--- src/rtl/blit_wr_buf.sv ---
// Blitter destination write stage: per-byte enables, phrase FIFO, valid/ack memory port.
// Optional build macro BLIT_WR_MERGE_EN selects full-phrase read-modify-write data merging.
module blit_wr_buf #(
    parameter int unsigned AW    = 21,
    parameter int unsigned DEPTH = 2
) (
    input  logic          sys_clk,
    input  logic          reset,
    input  logic          wr_stb,
    input  logic [AW-1:0] waddr,
    input  logic [63:0]   srcd,
    input  logic [63:0]   dstd,
    input  logic [7:0]    emask,
    input  logic [7:0]    dbinh_n,
    input  logic          nowrite,
    output logic          wr_full,
    output logic          wr_ovf,
    output logic          mem_wr,
    output logic [AW-1:0] mem_addr,
    output logic [63:0]   mem_data,
    output logic [7:0]    mem_be,
    input  logic          mem_ack
);

    localparam int unsigned PW = (DEPTH > 1) ? $clog2(DEPTH) : 1;
    localparam int unsigned CW = $clog2(DEPTH) + 1;
    localparam logic [CW-1:0] FullCount = CW'(DEPTH);

    logic [AW-1:0] addr_mem [DEPTH];
    logic [63:0]   data_mem [DEPTH];
    logic [7:0]    be_mem   [DEPTH];

    logic [PW-1:0] rd_ptr, wr_ptr;
    logic [CW-1:0] count;
    logic [7:0]    be;
    logic [63:0]   store_data;
    logic [7:0]    store_be;
    logic          wr_req, push, pop, ovf_evt;

    assign be      = dbinh_n & emask;
    // A strobe that would write nothing is dropped before it can touch the FIFO.
    assign wr_req  = wr_stb & ~nowrite & (be != 8'h00);
    assign wr_full = (count == FullCount);
    assign push    = wr_req & ~wr_full;
    assign ovf_evt = wr_req & wr_full;
    assign mem_wr  = (count != '0);
    assign pop     = mem_wr & mem_ack;

    always_comb begin
        store_data = srcd;
        store_be   = be;
`ifdef BLIT_WR_MERGE_EN
        for (int n = 0; n < 8; n++) begin
            store_data[8*n +: 8] = be[n] ? srcd[8*n +: 8] : dstd[8*n +: 8];
        end
        store_be = 8'hFF;
`endif
    end

    always_ff @(posedge sys_clk) begin
        if (reset) begin
            count  <= '0;
            rd_ptr <= '0;
            wr_ptr <= '0;
            wr_ovf <= 1'b0;
        end else begin
            if (push) wr_ptr <= wr_ptr + 1'b1;
            if (pop) rd_ptr <= rd_ptr + 1'b1;
            if (push && !pop) begin
                count <= count + 1'b1;
            end else if (pop && !push) begin
                count <= count - 1'b1;
            end
            if (ovf_evt) wr_ovf <= 1'b1;
        end
    end

    // Storage needs no reset: entries are only visible while count is non-zero.
    always_ff @(posedge sys_clk) begin
        if (push && !reset) begin
            addr_mem[wr_ptr] <= waddr;
            data_mem[wr_ptr] <= store_data;
            be_mem[wr_ptr]   <= store_be;
        end
    end

    assign mem_addr = mem_wr ? addr_mem[rd_ptr] : '0;
    assign mem_data = mem_wr ? data_mem[rd_ptr] : '0;
    assign mem_be   = mem_wr ? be_mem[rd_ptr]   : '0;

`ifndef BLIT_WR_MERGE_EN
    logic unused_dstd;
    assign unused_dstd = ^dstd;
`endif

endmodule
--- config.mk ---
export PLATFORM = sky130hd
export DESIGN_NAME = blit_wr_buf
export DESIGN_NICKNAME = d
export VERILOG_FILES = /design/src/rtl/blit_wr_buf.sv
export SDC_FILE = /design/constraint.sdc
export NUM_CORES = 1
export LEC_CHECK = 0
export ABC_CLOCK_PERIOD_IN_PS = 12200
export BUFFER_PORTS_ARGS = -buffer_cell sky130_fd_sc_hd__buf_2
export CORE_MARGIN = 2
export CORE_UTILIZATION = 49
export CTS_CLUSTER_DIAMETER = 30
export DETAILED_ROUTE_END_ITERATION = 10
export GPL_ROUTABILITY_DRIVEN = 1
export PLACE_DENSITY = 0.78
export SYNTH_ARGS = -nofsm -noshare
export SYNTH_HDL_FRONTEND = slang
export SYNTH_SLANG_ARGS = --single-unit
--- constraint.sdc ---
create_clock -name sys_clk -period 12.2 [get_ports sys_clk]
set_input_delay 3.05 -clock sys_clk [delete_from_list [all_inputs] [get_ports sys_clk]]
set_output_delay 3.05 -clock sys_clk [all_outputs]
set_load 0.01 [all_outputs]
**Yosys cells after proc, flatten, opt, wreduce, memory -nomap -nowiden**

Memories as Yosys holds them, arrays and structs flattened. A register that Yosys moved wholly into a read port is not among the register bits.
Index checks and enable logic that the tools add are counted.

- Register bits after elaboration: 5
- Memory bits (writable): 186
- Input port bits: 170
- Output and inout bits: 96
- Word-level logic and storage cells: 42
- Memories kept: 3

- Add/sub/neg operators: 4
- Eq/ne operators: 1
- Mux-type cells: 13
- Bitwise gates (word level): 8
- Reductions and logical operators: 9

Memory list:

| memory | words | width | rd ports | clocked after Yosys merged registers in | wr ports | RTL line | source |
|---|---|---|---|---|---|---|---|
| data_mem | 2 | 64 | 1 | 1 | 1 | 30 | `logic [63:0] data_mem [DEPTH];` |
| addr_mem | 2 | 21 | 1 | 1 | 1 | 29 | `logic [AW-1:0] addr_mem [DEPTH];` |
| be_mem | 2 | 8 | 1 | 1 | 1 | 31 | `logic [7:0] be_mem [DEPTH];` |

Operators with widths:

| kind | number |
|---|---|
| $mux W64 | 1 |
| $mux W21 | 1 |
| $and A8 B8 Y8 | 1 |
| $mux W1 | 8 |
| $mux W8 | 1 |
| $reduce_bool A8 Y1 | 1 |
| $and A1 B1 Y1 | 5 |
| $mux W2 | 2 |
| $reduce_bool A2 Y1 | 2 |
| $logic_and A1 B1 Y1 | 3 |
| $logic_not A1 Y1 | 3 |
| $add A1 B1 Y1 const B | 2 |
| $add A2 B1 Y2 const B | 1 |
| $eq A2 B2 Y1 const B | 1 |
| $not A1 Y1 | 2 |
| $sub A2 B1 Y2 const B | 1 |

**Depth between registers and ports, before layout**

Gate-level depths: netlist of run 1.

- Depth in word-level cells: 8
- Depth in mapped cells: 8
- Mapped depth without buffers: 8

**Worst setup path before layout of run 1**

Ideal clock, no wire load.

- Path kind: input to register
- Start point: input port dbinh_n[7]
- End point: memory addr_mem[1][0] (enable)
- Library setup time: 0.678 ns
- Arrival time: 10.168 ns
- Slack: 1.355 ns
- Cell stages on the path: 4
- Cell sequence: and2_1 or4_4 o21ai_2 nor3b_1

- Longest elaborated chain between the ends: 7

RTL lines:

| element | RTL line | source |
|---|---|---|
| start, declared | 14 | `input logic [7:0] dbinh_n,` |
| $and A8 B8 Y8 | 40 | `assign be = dbinh_n & emask;` |
| $reduce_bool A8 Y1 | 42 | `assign wr_req = wr_stb & ~nowrite & (be != 8'h00);` |
| $and A1 B1 Y1 | 42 |  |
| $and A1 B1 Y1 | 44 | `assign push = wr_req & ~wr_full;` |
| $logic_and A1 B1 Y1 | 80 | `if (push && !reset) begin` |
| $mux W1 | 80 |  |
| $mux W1 (implied by the code) | 81 | `addr_mem[wr_ptr] <= waddr;` |
| end, declared | 29 |  |

No other way between the ends.

==> metrics.txt, run 1 <==
largest net degree at the start of global routing=64; Top Ports=266; clk slew on worst S/H paths=60 ps; top sig layer=met4; Cell Count, Final, Fillers Out=838; FF-to-FF End=data_mem[1][20]; DRT iter0 DRCs=255; setup TNS=0 ps; post-synthesis sequential area ratio=0.780; WP data arrival=2640 ps; # nets final=811; Worst Setup Slack, final=6510 ps; Layout area overhead=24.9%; wire length on met3=946 um; static leakage=3.49 nW; status=finished, final reports clean; htree depth=4; fillcell total=1097; Max Fclk=176 MHz; CTS buffer count=17; share of cells above drive strength 1=0.374; count leader, synth=edfxtp_1; combinational family with the most area after synthesis=multiplexers; final hold vios=0; Post-synth EDFFs=186; IO Port Bufs=201; mux contribution to synthesized area=0.129; global-route wire length before repair=20900 um; final period utilization=0.467; Most used DFF post-synth=edfxtp_1; CTS Buffer Depth=2; Period minus WS final=5690 ps; RD Place Congestion=0.719; initial antenna violation count=1; Avg WL per Cell=16.0 um; Yosys warnings=0; async set or reset register ratio after synthesis=0; Clock Skews=5.66 ps; register area=5710 um2; pre-CTS setup slack=6930 ps; post-synthesis net count=607; total number of vias=4232; ranking of synthesized cells by area=edfxtp_1, mux2i_1, nor2_1; multi-input combinational cell area=1520 um2; element type at the critical path end=output port; Clock Sinks=192; Antenna Violating Nets Remaining=0; WL final=13400 um; CTS resizes=0; worst-margin pin slew=982 ps; Hold Crit Depth=2; Yosys top cell area share=0.764; Cells after Synth=436; worst skew pair latency=410 ps; Initial Util=0.503; Die Y=126 um; Met2 Wirelength=6910 um; Hold EP=wr_ovf; Top Family by Delay on Critical Path=buffers and inverters; commonest cells in the netlist=edfxtp_1, nor2_1, mux2i_1; post-route DRC violation count=0; Worst Setup Start Kind=flip-flop; Slew headroom=0.344; simple-gate share of the synthesized area=0.0664; hold path startpoint=wr_ovf; r2r worst-path depth=5; Rows=44; Max FO, Critical Path=49; WS Path Type=reg -> out; post-synthesis adder-cell area fraction=0.00171; GRT overflow=0; Buf/Inv on CP=2; Hold/Removal Path Class=reg -> reg; Post-Syn Area per Cell=16.8 um2; area leader, netlist=edfxtp_1; DR vias/cell=5.05; Peak VDD IR=0.000116 V; FF-to-FF Start=count[0]; vias in the first global route=4340; Layout Utilization=0.629; # setup viols final=0; synthesized area=7310 um2; complex-gate fraction of the synthesized area=0.00445; first-pass iteration count of the detailed router=4; Netlist cell types=23; CTS tree=done; Die Area=15900 um2; Slowest cell on crit path=dfxtp_4; # hold bufs at CTS=0; Max Slew Vio Count=0; MaxCap Viol Count=0; XOR/XNOR Fraction of Synth Area=0.00359; Critical Path, Cell by Cell=buf_4, mux2i_1, nor2_1, buf_2; core area=14500 um2; Global Route Usage Sum=0.171; #FFs+latches synth=192; die width=126 um; Post-CTS Setup Inserts=0; CP max stage delay=870 ps; r2r setup slk=9920 ps; clock root buffer master=clkbuf_16; Critical Path RT=9150 ps; Post-DP HPWL=9020 um; Cell Pwr Density=208 nW/um2; M1 wire length=5400 um; placed cells=805; RSZ-0062 raised after global routing=no
## final cells by class
class / instances / share of cell area
clock inverter: 9 / 0.0145
timing repair buffer: 207 / 0.115
tap: 184 / 0.0252
multi-input combinational: 218 / 0.166
inverter: 4 / 0.00164
antenna: 1 / 0.000274
sequential: 192 / 0.625
clock buffer: 23 / 0.0523
## routing by layer
layer | vias to the layer above | GRT usage
met4 | 0 | 0.0627
li1 | 2019 | -
met5 | - | 0
met2 | 157 | 0.292
met1 | 2041 | 0.204
met3 | 15 | 0.0548
## worst max-delay path by stage
stage / depth (start not counted) / end / start
final: 4 / mem_be[0] / flip-flop
after global routing: 4 / mem_addr[2] / flip-flop
after CTS: 4 / mem_be[0] / flip-flop
after detailed placement: 4 / mem_be[0] / flip-flop
after global placement: 4 / mem_be[1] / flip-flop
after floorplan: 4 / addr_mem[1][0] / dbinh_n[7]
## worst register-to-register path, delay by kind of cell (launching register included)
kind	cells	cell delay (ps)
DFF	1	450
buffers and inverters	1	680
and+or+nand+nor	3	580
AOI/OAI and AO/OA	1	150
## state kept, by name, summed over array words and instances (netlist names), named ones only
name      count
addr_mem     42
wr_ptr        1
wr_ovf        1
data_mem    128
count         2
be_mem       16
rd_ptr        1
## cells in the final DEF (no fill, tap or decap), types with 2 or more instances in the layout
cell       count
a21oi_1        2
and2_1         7
buf_2        201
buf_4          6
bufinv_16      3
clkbuf_1       3
clkbuf_16     17
clkbuf_8       3
clkinv_4       2
dfxtp_1        5
edfxtp_1     186
inv_1          3
mux2i_1       93
nor2_1        97
nor2b_1        2
or4_4          2
xor2_1         3
## kinds of logic after synthesis
family / count (synthesis)
DFF: 192
muxes: 94
and+or+nand+nor: 115
adders and majority gates: 1
buffers and inverters: 26
AOI/OAI and AO/OA: 5
xor gates and xnor gates: 3
## where the power goes
group | total, mW | switching, mW | internal, mW
registers | 0.798 | 0.0395 | 0.758
logic | 0.548 | 0.321 | 0.226
clock network | 0.559 | 0.220 | 0.339
## per-stage QoR
step / cell area [um2] / hold slack (ps) / power (mW)
4_1_cts: 9130 / 465 / 1.93
5_1_grt: 9140 / 485 / 2.00
3_3_place_gp: 8520 / 436 / 1.36
3_5_place_dp: 8520 / 454 / 1.37
6_report: 9140 / 460 / 1.90
2_1_floorplan: 7310 / 467 / 1.15
No activity file was read; power rests on OpenSTA's default activity.
==> run 2: changes to the inputs <==
- ABC_CLOCK_PERIOD_IN_PS: 12200 -> 5290
- clock period: 12.2 -> 5.29 ns (I/O delays scaled with it)
==> metrics.txt, run 2 (synthesis results as in run 1) <==
Critical Path RT=3970 ps (-5180 ps); Clock Sinks=192 (unchanged); Initial Util=0.503 (unchanged); Peak VDD IR=0.000249 V (+120%); first-pass iteration count of the detailed router=4 (unchanged); # hold bufs at CTS=0 (unchanged); setup TNS=0 ps (unchanged); Inserted Diodes=0 (-1); WS Path Type=reg -> out; core area=14500 um2 (unchanged); Die Area=15900 um2 (unchanged); die width=126 um (unchanged); CP max stage delay=730 ps (-140 ps); Sequential Power Share=0.428 (+0.009); Top Ports=266 (unchanged); Antenna Violating Nets Remaining=0 (unchanged); IO Port Bufs=201 (unchanged); Cell Pwr Density=477 nW/um2 (+130%); global-route wire length before repair=21400 um (+2.0%); RSZ-0062 raised after global routing=no; Critical Path, Cell by Cell=nor2_4, buf_4, nor2_1, buf_2; Clock Skews=8.88 ps (+3.22 ps); Top Family by Delay on Critical Path=simple AND/OR/NAND/NOR gates; final period utilization=0.689; Max Fclk=274 MHz; Largest register FFs=128 (unchanged); vias in the first global route=4260 (-1.8%); Worst Setup Start Kind=flip-flop; most frequent cells in the layout=buf_2, edfxtp_1, nor2_1; RD Place Congestion=0.749 (+4.1%); Switching Share=0.315 (+0.0100); pre-CTS setup slack=1820 ps (-5100 ps); Die Y=126 um (unchanged); Rows=44 (unchanged); Buf/Inv on CP=2 (unchanged); Max Slew Vio Count=0 (unchanged); worst-margin pin slew=1040 ps (+54.7 ps); largest net degree at the start of global routing=59 (-7.8%); Post-CTS Setup Inserts=0 (unchanged); Max FO, Critical Path=39 (-20%); final hold vios=0 (unchanged); CTS resizes=0 (unchanged); commonest non-fill, non-tap cell in the layout=buf_2; # nets final=812 (+0.12%); share of cells above drive strength 1=0.378 (+0.00402); total number of vias=4202 (-0.71%); Slowest cell on crit path=nor2_4; post-route DRC violation count=0 (unchanged); # setup viols final=0 (unchanged); Slew headroom=0.309 (-0.0349); WL final=13700 um (+1.9%); worst skew pair latency=420 ps (about the same); htree depth=4 (unchanged); Hold/Removal Path Class=reg -> reg; WP data arrival=2320 ps (-320 ps); Net Switching=1.37 mW (+140%); Worst Setup Slack, final=1640 ps (-4860 ps); Int Pwr=2.98 mW (+130%); status=finished, final reports clean; Avg WL per Cell=16.3 um (+1.9%); Period minus WS final=3650 ps; CTS buffer count=17 (unchanged); DR vias/cell=5.01 (-0.71%); combinational power share=0.291 (+0.003); most flop-heavy register=data_mem; Layout area overhead=24.7%; CTS Buffer Depth=2 (unchanged); clock share of power=0.282 (-0.012); Global Route Usage Sum=0.174 (+0.00317); clock root buffer master=clkbuf_16; initial antenna violation count=1 (unchanged); Post-DP HPWL=9000 um (-0.27%); element type at the critical path end=output port; static leakage=3.48 nW (about the same); GRT overflow=0 (unchanged); DRT iter0 DRCs=320 (+25%); clk slew on worst S/H paths=60 ps (about the same); MaxCap Viol Count=0 (unchanged); CTS tree=done; Regs by FF count=data_mem: 128 flops, addr_mem: 42 flops, be_mem: 16 flops
-- run 2: cell types whose count changed in the layout (fill, tap and decap cells not counted), moves of 2 or more --
cell      delta
clkinv_2     +4
clkbuf_1     -3
clkbuf_8     -3
inv_6        +2
-- run 2: through the flow --
step	instance area (um2)	hold WS [ps]	utilization	total power, mW	std cells
finish	9120	449	0.628	4.35	838
global route	9120	470	0.628	4.57	838
CTS	9120	454	0.628	4.40	838
detailed placement	8550	445	0.589	3.18	806
global placement	8550	443	0.589	3.15	806
floorplan	7340	467	-	2.65	436
-- run 2: power by group through the flow --
stage	registers, mW	clock network, mW	logic (mW)
4_1_cts	1.86	1.25	1.29
3_3_place_gp	1.89	0	1.26
2_1_floorplan	1.80	0	0.850
3_5_place_dp	1.90	0	1.28
5_1_grt	1.87	1.32	1.38
6_report	1.86	1.22	1.27
-- run 2: final timing paths --
path / startpoint / to / slack (ps) / depth (start not counted)
max: count[0] / mem_data[63] / 1640 / 4
min: wr_ovf / wr_ovf / 450 / 2
max reg2reg: count[0] / count[1] / 2600 / 7
min reg2reg: wr_ovf / wr_ovf / 450 / 2
-- run 2: cell type report --
type	count	area, um2
clock buffers	17	425
clock inverters	15	143
fillers	1132	5410
inverters	4	15.0
multi-input cells	218	1530
flip-flops and latches	192	5710
well taps	184	230
repair buffers	208	1070
-- run 2: routing by layer --
| metal | routed length (um) | track usage |
|---|---|---|
| met5 | 7 | 0 |
| met4 | 109 | 0.0614 |
| met1 | 5670 | 0.224 |
| met3 | 859 | 0.0467 |
| met2 | 7030 | 0.288 |
-- run 2: worst min-delay path, cell delays in order (launching register included) --
cell and delay, ps:
dfxtp_1 310, inv_1 50, a21oi_1 50
